**src/rtl/mem_port_arbiter.sv**
```systemverilog
// Arbitrates the single-port unified memory between instruction fetch and data access.
// Data wins ties; each granted access is issued once, waits the fixed RAM latency, then pulses ready.
module mem_port_arbiter #(
    parameter int WAIT_CYCLES = 1,
    parameter int ADDR_W      = 32
) (
    input  logic              clk,
    input  logic              rst,
    input  logic              if_req,
    input  logic [ADDR_W-1:0] if_addr,
    output logic [31:0]       if_rdata,
    output logic              if_ready,
    input  logic              dm_req,
    input  logic              dm_we,
    input  logic [ADDR_W-1:0] dm_addr,
    input  logic [31:0]       dm_wdata,
    output logic [31:0]       dm_rdata,
    output logic              dm_ready,
    output logic              ram_en,
    output logic              ram_we,
    output logic [ADDR_W-1:0] ram_addr,
    output logic [31:0]       ram_wdata,
    input  logic [31:0]       ram_rdata,
    output logic              mem_stall
);

    // state  | meaning
    // IDLE   | sample requests, grant data first, fetch second
    // ISSUE  | ram_en strobe for the granted access, load latency counter
    // WAIT   | count down RAM latency, capture read data on the last count

    if (WAIT_CYCLES < 1 || WAIT_CYCLES > 15) begin : g_bad_wait
        $error("mem_port_arbiter: WAIT_CYCLES must be in 1..15");
    end

    typedef enum logic [1:0] {
        S_IDLE,
        S_ISSUE,
        S_WAIT
    } state_t;

    localparam logic [3:0] WAIT_LD = 4'(WAIT_CYCLES);

    state_t            state_q;
    logic [3:0]        cnt_q;
    logic              owner_dm_q;
    logic              owner_we_q;
    logic              ram_en_q;
    logic              ram_we_q;
    logic [ADDR_W-1:0] ram_addr_q;
    logic [31:0]       ram_wdata_q;
    logic [31:0]       if_rdata_q;
    logic [31:0]       dm_rdata_q;
    logic              if_ready_q;
    logic              dm_ready_q;

    // A requester whose ready is high this cycle is already served and must not be re-granted.
    logic if_pend;
    logic dm_pend;
    assign if_pend = if_req & ~if_ready_q;
    assign dm_pend = dm_req & ~dm_ready_q;

    always_ff @(posedge clk) begin
        if (rst) begin
            state_q     <= S_IDLE;
            cnt_q       <= 4'd0;
            owner_dm_q  <= 1'b0;
            owner_we_q  <= 1'b0;
            ram_en_q    <= 1'b0;
            ram_we_q    <= 1'b0;
            ram_addr_q  <= '0;
            ram_wdata_q <= 32'd0;
            if_rdata_q  <= 32'd0;
            dm_rdata_q  <= 32'd0;
            if_ready_q  <= 1'b0;
            dm_ready_q  <= 1'b0;
        end else begin
            ram_en_q   <= 1'b0;
            ram_we_q   <= 1'b0;
            if_ready_q <= 1'b0;
            dm_ready_q <= 1'b0;
            case (state_q)
                S_IDLE: begin
                    if (dm_pend) begin
                        owner_dm_q  <= 1'b1;
                        owner_we_q  <= dm_we;
                        ram_addr_q  <= dm_addr;
                        ram_wdata_q <= dm_wdata;
                        ram_en_q    <= 1'b1;
                        ram_we_q    <= dm_we;
                        state_q     <= S_ISSUE;
                    end else if (if_pend) begin
                        owner_dm_q <= 1'b0;
                        owner_we_q <= 1'b0;
                        ram_addr_q <= if_addr;
                        ram_en_q   <= 1'b1;
                        state_q    <= S_ISSUE;
                    end
                end
                S_ISSUE: begin
                    cnt_q   <= WAIT_LD;
                    state_q <= S_WAIT;
                end
                S_WAIT: begin
                    if (cnt_q == 4'd1) begin
                        // Stores wait the full latency too, but leave dm_rdata untouched.
                        if (owner_dm_q) begin
                            if (!owner_we_q) begin
                                dm_rdata_q <= ram_rdata;
                            end
                            dm_ready_q <= 1'b1;
                        end else begin
                            if_rdata_q <= ram_rdata;
                            if_ready_q <= 1'b1;
                        end
                        cnt_q   <= 4'd0;
                        state_q <= S_IDLE;
                    end else begin
                        cnt_q <= cnt_q - 4'd1;
                    end
                end
                default: state_q <= S_IDLE;
            endcase
        end
    end

    assign ram_en    = ram_en_q;
    assign ram_we    = ram_we_q;
    assign ram_addr  = ram_addr_q;
    assign ram_wdata = ram_wdata_q;
    assign if_rdata  = if_rdata_q;
    assign dm_rdata  = dm_rdata_q;
    assign if_ready  = if_ready_q;
    assign dm_ready  = dm_ready_q;
    assign mem_stall = if_pend | dm_pend;

endmodule

```
**config.mk**
```make
export PLATFORM = sky130hd
export DESIGN_NAME = mem_port_arbiter
export DESIGN_NICKNAME = d
export VERILOG_FILES = /design/src/rtl/mem_port_arbiter.sv
export SDC_FILE = /design/constraint.sdc
export NUM_CORES = 1
export LEC_CHECK = 0
export ABC_AREA = 1
export BUFFER_PORTS_ARGS = -buffer_cell sky130_fd_sc_hd__buf_2
export CORE_MARGIN = 5
export CORE_UTILIZATION = 40
export DETAILED_ROUTE_END_ITERATION = 10
export PLACE_DENSITY = 0.75
export SLEW_MARGIN = 20
export SYNTH_ARGS = -nofsm -noshare
export SYNTH_HDL_FRONTEND = slang
export SYNTH_SLANG_ARGS = --single-unit
export TNS_END_PERCENT = 1
```
**constraint.sdc**
```tcl
create_clock -name clk -period 2.7 [get_ports clk]
set_input_delay 0.405 -clock clk [delete_from_list [all_inputs] [get_ports clk]]
set_output_delay 0.405 -clock clk [all_outputs]
set_load 0.01 [all_outputs]
```
# --- Word-level counts from Yosys, hierarchy flattened ---
# Index checks and enable logic that the tools add are counted.
word_totals:
  register_bits: 140
  out_inout_bits: 133
  input_bits: 133
  wordCells: 55
op_classes:
  n_mux: 15
  reduce_logical: 11
  n_addsub: 1
  eq_ne: 5
  bitwise: 11
ops:
  columns: ["op", "n"]
  rows:
  - ["$mux W32", 2]
  - ["$not A1 Y1", 8]
  - ["$pmux W4 S2", 1]
  - ["$mux W1", 7]
  - ["$mux W2", 3]
  - ["$pmux W2 S3", 1]
  - ["$reduce_and A2 Y1", 3]
  - ["$reduce_or A3 Y1", 2]
  - ["$eq A4 B1 Y1 const B", 1]
  - ["$mux W4", 1]
  - ["$reduce_and A4 Y1", 1]
  - ["$reduce_bool A2 Y1", 2]
  - ["$sub A4 B1 Y4 const B", 1]
  - ["$ne A3 B3 Y1 const B", 1]
  - ["$reduce_and A3 Y1", 1]
  - ["$and A1 B1 Y1", 2]
  - ["$eq A2 B1 Y1 const B", 1]
  - ["$eq A2 B2 Y1 const B", 1]
  - ["$logic_not A2 Y1", 1]
  - ["$ne A2 B2 Y1 const B", 1]
  - ["$reduce_or A2 Y1", 1]
  - ["$or A1 B1 Y1", 1]

# --- Depth between registers and ports, before layout ---
depth:
  word_depth: 5
  depth_mapped: 8
  ltp_nobuf: 7

# --- Worst setup path after synthesis ---
# Ideal clock, no wire load.
synth_timing:
  path_kind: "reg-to-reg"
  from: "register state_q[0]"
  to: "register dm_rdata_q[13], in the netlist dm_rdata[13]"
  path_stages_with_launch: 9
  required_ns: 2.587
  t_arrival_ns: 1.263
  synth_period_minus_slack_ns: 1.376
  setup_ns: 0.113
  slack_ns: 1.324
  path_buffers: 1
  cell_sequence: "dfxtp_1 inv_1 ha_1 nand2_1 nor2_8 buf_4 nand2_1 nand2_1 nor2_1"
synth_via:
  elab_chain_len: 2
synth_lines:
  columns: ["item", "line_no", "rtl"]
  rows:
  - ["start: declaration", "44", "state_t state_q;"]
  - ["start signal: assignment", "65", "state_q <= S_IDLE;"]
  - ["start signal: assignment", "91", "state_q <= S_ISSUE;"]
  - ["start signal: assignment", "97", "state_q <= S_ISSUE;"]
  - ["$eq A2 B2 Y1", "82", "case (state_q)"]
  - ["$reduce_and A4 Y1 (no source line)", null, null]
  - ["end signal: assignment", "109", "dm_rdata_q <= ram_rdata;"]
  - ["end: declaration", "53", "logic [31:0] dm_rdata_q;"]
# No other way between the ends.
# A chain may end at the register's enable or synchronous reset.

# --- Worst setup path in the final report ---
layout_timing:
  from: "register dm_ready_q, in the netlist dm_ready"
  to: "output mem_stall"
layout_via:
  elab_chain_len: 3
layout_lines:
  columns: ["item", "line_no", "rtl"]
  rows:
  - ["start: declaration", "55", "logic dm_ready_q;"]
  - ["start signal: assignment", "76", "dm_ready_q <= 1'b0;"]
  - ["start signal: assignment", "81", "dm_ready_q <= 1'b0;"]
  - ["start signal: assignment", "111", "dm_ready_q <= 1'b1;"]
  - ["$not A1 Y1", "61", "assign dm_pend = dm_req & ~dm_ready_q;"]
  - ["$and A1 B1 Y1", "61", null]
  - ["$or A1 B1 Y1", "135", "assign mem_stall = if_pend | dm_pend;"]
  - ["end: declaration", "24", "output logic mem_stall"]
# No other way between the ends.

==> results.md <==
- Routed Antenna Nets: 0
- Post-Syn Area per Cell: between 7 and 8 um^2
- Setup_tns: 0 ns
- Status: finished, final reports clean
- Post-DP HPWL: between 10 and 15 mm
- Core Footprint: ~14,000 um^2
- Layout cells sized above 1: 0.3006
- Final Power: 7.111 mW
- CTS tree: built
- Pins Over Slew Limit: 0
- Slack of the worst reg-to-reg path: about 0.81 ns
- Post-CTS Setup Inserts: 0
- Post_cts resized: 0
- Clock Latency Late Sink: 0.41 ns
- Initial antenna violation count: 0
- Synth Area in Simple Gates: 0.2970
- Cells on Worst Hold Path: 3
- Crit Path Max Fanout: 34
- DR DRC count: 0
- Initial Util: 0.4022
- Hold buffers post-CTS: 0
- Routability cong.: about 0.80
- Syn Nets: 946
- Largest family of logic cells by synthesized area: simple AND/OR/NAND/NOR gates
- Seq cells post-synth: 140
- Clk root buf: clkbuf_16
- Post-DP Area: about 7000 um^2
- Final period utilization: 0.7182
- Hold/Removal Path Class: in2reg
- Post-Route WL: between 15 and 20 mm
- Vias: a little under 6,000
- Total power per unit cell area: 921.4 nW/um^2
- TritonRoute pass-1 iters: 4
- GRT Util Overall: 0.1873
- Global route total overflow: 0
- # clock sinks: between 100 and 150
- XOR/XNOR Fraction of Synth Area: 0
- Slew margin rel.: 0.4722
- Maximum clock insertion buffer count: 2
- Crit Reg-Reg Endpoint: dm_rdata[16]
- Worst reg2reg path depth: 7
- Endpoints failing setup: 0
- Reg clk slew, reported paths: ~0.060 ns
- Crit path to: mem_stall
- VDD IR max: 0.3989 mV
- Final Skew: roughly 0.0054 ns
- Syn Std Cell Area: roughly 5800 um^2
- Worst Max-Slew Pin Slew: between 0.7 and 0.8 ns
- Vert. Die Dim: about 130 um
- Diodes inserted: 0
- WHS: 0.2325 ns
- Largest net degree at the start of global routing: 75
- Crit path DAT: 1.53 ns
- Num CTS Buffers: 17
- Synth cell types: 26
- Lkg Pwr: approximately 4.1 nW
- Fmax: 515.7 MHz
- IO buf count: approximately 270
- Worst setup SP type: flip-flop
- I/O pin total: between 200 and 300
- Vias per inst: 4.659
- Endpoint class of the critical path: output pin
- Final Hold Violating Endpoints: 0
- H-Tree Depth: 4
- Syn-to-layout area delta: 33.54%
- Post-synthesis sequential area ratio: 0.4850
- Crit path time final: around 1.9 ns
- Mapped Cells: about 800
- RSZ-0062 raised after global routing: no
- Row count: 44
- Chip width: roughly 130 um
- CP Data Required Time: between 2 and 2.5 ns
- Post-route cell area: slightly below 8000 um^2
- Initial DRC count: 291
- Yosys warnings: 0
- Max cap viols: 0
- Synth Area in Compound Gates: 0.1189
- Wire per inst: roughly 13 um
- Most frequent cells in the layout: 265 x buf_2, 205 x nand2_1, 166 x nor2_1, 140 x dfxtp_1, 71 x a21oi_1
- Crit Path Category: reg2out
- Crit path from: dm_ready
- Die area: around 17,000 um^2
- Number of nets in the final layout: 1,184
- Vias in the first global route: 5,382
- Synth Area in Adders: 0.01299
- FF-to-FF Start: state_q[0]
- Mux contribution to synthesized area: 0
- First-pass GRT wire length: approximately 26 mm
- Commonest non-fill, non-tap cell in the layout: buf_2
[final cells by class]
| type | count | area [um^2] |
|---|---|---|
| clock buffer | 21 | 470.5 |
| clock inverter | 11 | 163.9 |
| fill | 1452 | 6651 |
| timing repair buffer | 273 | 1399 |
| inverter | 46 | 172.7 |
| multi-input combinational | 567 | 2479 |
| tap | 184 | 230.2 |
| sequential | 140 | 2803 |
[metrics by stage]
step | utilization | setup slack (ns) | instances
floorplan | - | 1.324 | 807
global placement | 0.4929 | 0.8372 | 1210
detailed placement | 0.4929 | 0.8050 | 1210
CTS | 0.5371 | 0.7331 | 1242
finish | 0.5371 | 0.7609 | 1242
global route | 0.5371 | 0.5236 | 1242
[flip-flops by register name, summed over array words and instances, names as in the netlist]
register,flops
dm_rdata,32
if_rdata,32
ram_addr,32
ram_wdata,32
cnt_q,4
state_q,2
dm_ready,1
if_ready,1
owner_dm_q,1
owner_we_q,1
ram_en,1
ram_we,1
[cells in the mapped netlist]
| cell type | n | area share |
|---|---|---|
| nand3_1 | 39 | 0.034 |
| o21ai_0 | 59 | 0.051 |
| inv_1 | 43 | 0.028 |
| nor2_2 | 3 | 0.0032 |
| dfxtp_1 | 140 | 0.48 |
| o21ai_1 | 6 | 0.0052 |
| nand3_2 | 1 | 0.0017 |
| a31oi_1 | 1 | 0.0011 |
| nand2_1 | 205 | 0.13 |
| clkbuf_8 | 2 | 0.0048 |
| buf_2 | 22 | 0.019 |
| buf_6 | 6 | 0.012 |
| nor2_1 | 166 | 0.11 |
| nor2_8 | 1 | 0.0035 |
| buf_4 | 5 | 0.0065 |
| clkbuf_1 | 12 | 0.0078 |
| nand3b_1 | 1 | 0.0013 |
| inv_2 | 3 | 0.0019 |
| a21oi_1 | 71 | 0.061 |
| clkbuf_4 | 3 | 0.0039 |
| ha_1 | 6 | 0.013 |
| nand2_4 | 4 | 0.0078 |
| nor2_4 | 1 | 0.0019 |
| nand4_1 | 1 | 0.0011 |
| nor3_1 | 2 | 0.0017 |
| buf_1 | 4 | 0.0026 |
[power breakdown]
part | internal [mW] | total [mW] | leakage, nW | switching, mW
logic | 0.737 | 1.96 | 2.61 | 1.23
clock network | 1.62 | 2.49 | 0.309 | 0.874
registers | 2.47 | 2.66 | 1.14 | 0.191
[routing by layer]
layer  global-route usage  vias up  wire (um)
met3              0.06263       29       1310
li1                     -     3019          -
met1               0.2330     2561       6963
met2               0.2981      178       7658
met4              0.07763        0        327
met5                    0        -          0
[worst min path at each step]
stage,slack [ns],startpoint,end
2_1_floorplan,0.44,owner_dm_q,owner_dm_q
3_3_place_gp,0.45,ram_wdata[8],ram_wdata[8]
3_5_place_dp,0.45,ram_wdata[16],ram_wdata[16]
4_1_cts,0.21,dm_wdata[31],ram_wdata[31]
5_1_grt,0.22,dm_wdata[16],ram_wdata[16]
6_report,0.23,ram_rdata[11],if_rdata[11]
[critical path: stages (launching register included)]
cell	delay [ns]
dfxtp_1	0.35
inv_2	0.07
nand2_4	0.28
nand2_4	0.21
buf_2	0.20
[kinds of logic (layout without fill, tap and decap cells)]
kind of cell               Yosys count  count (layout)
AOI/OAI and AO/OA                  137             137
and+or+nand+nor                    424             424
buffers and inverters              100             351
DFF                                140             140
adders and majority gates            6               6
Power figures use the tool's default switching activity.
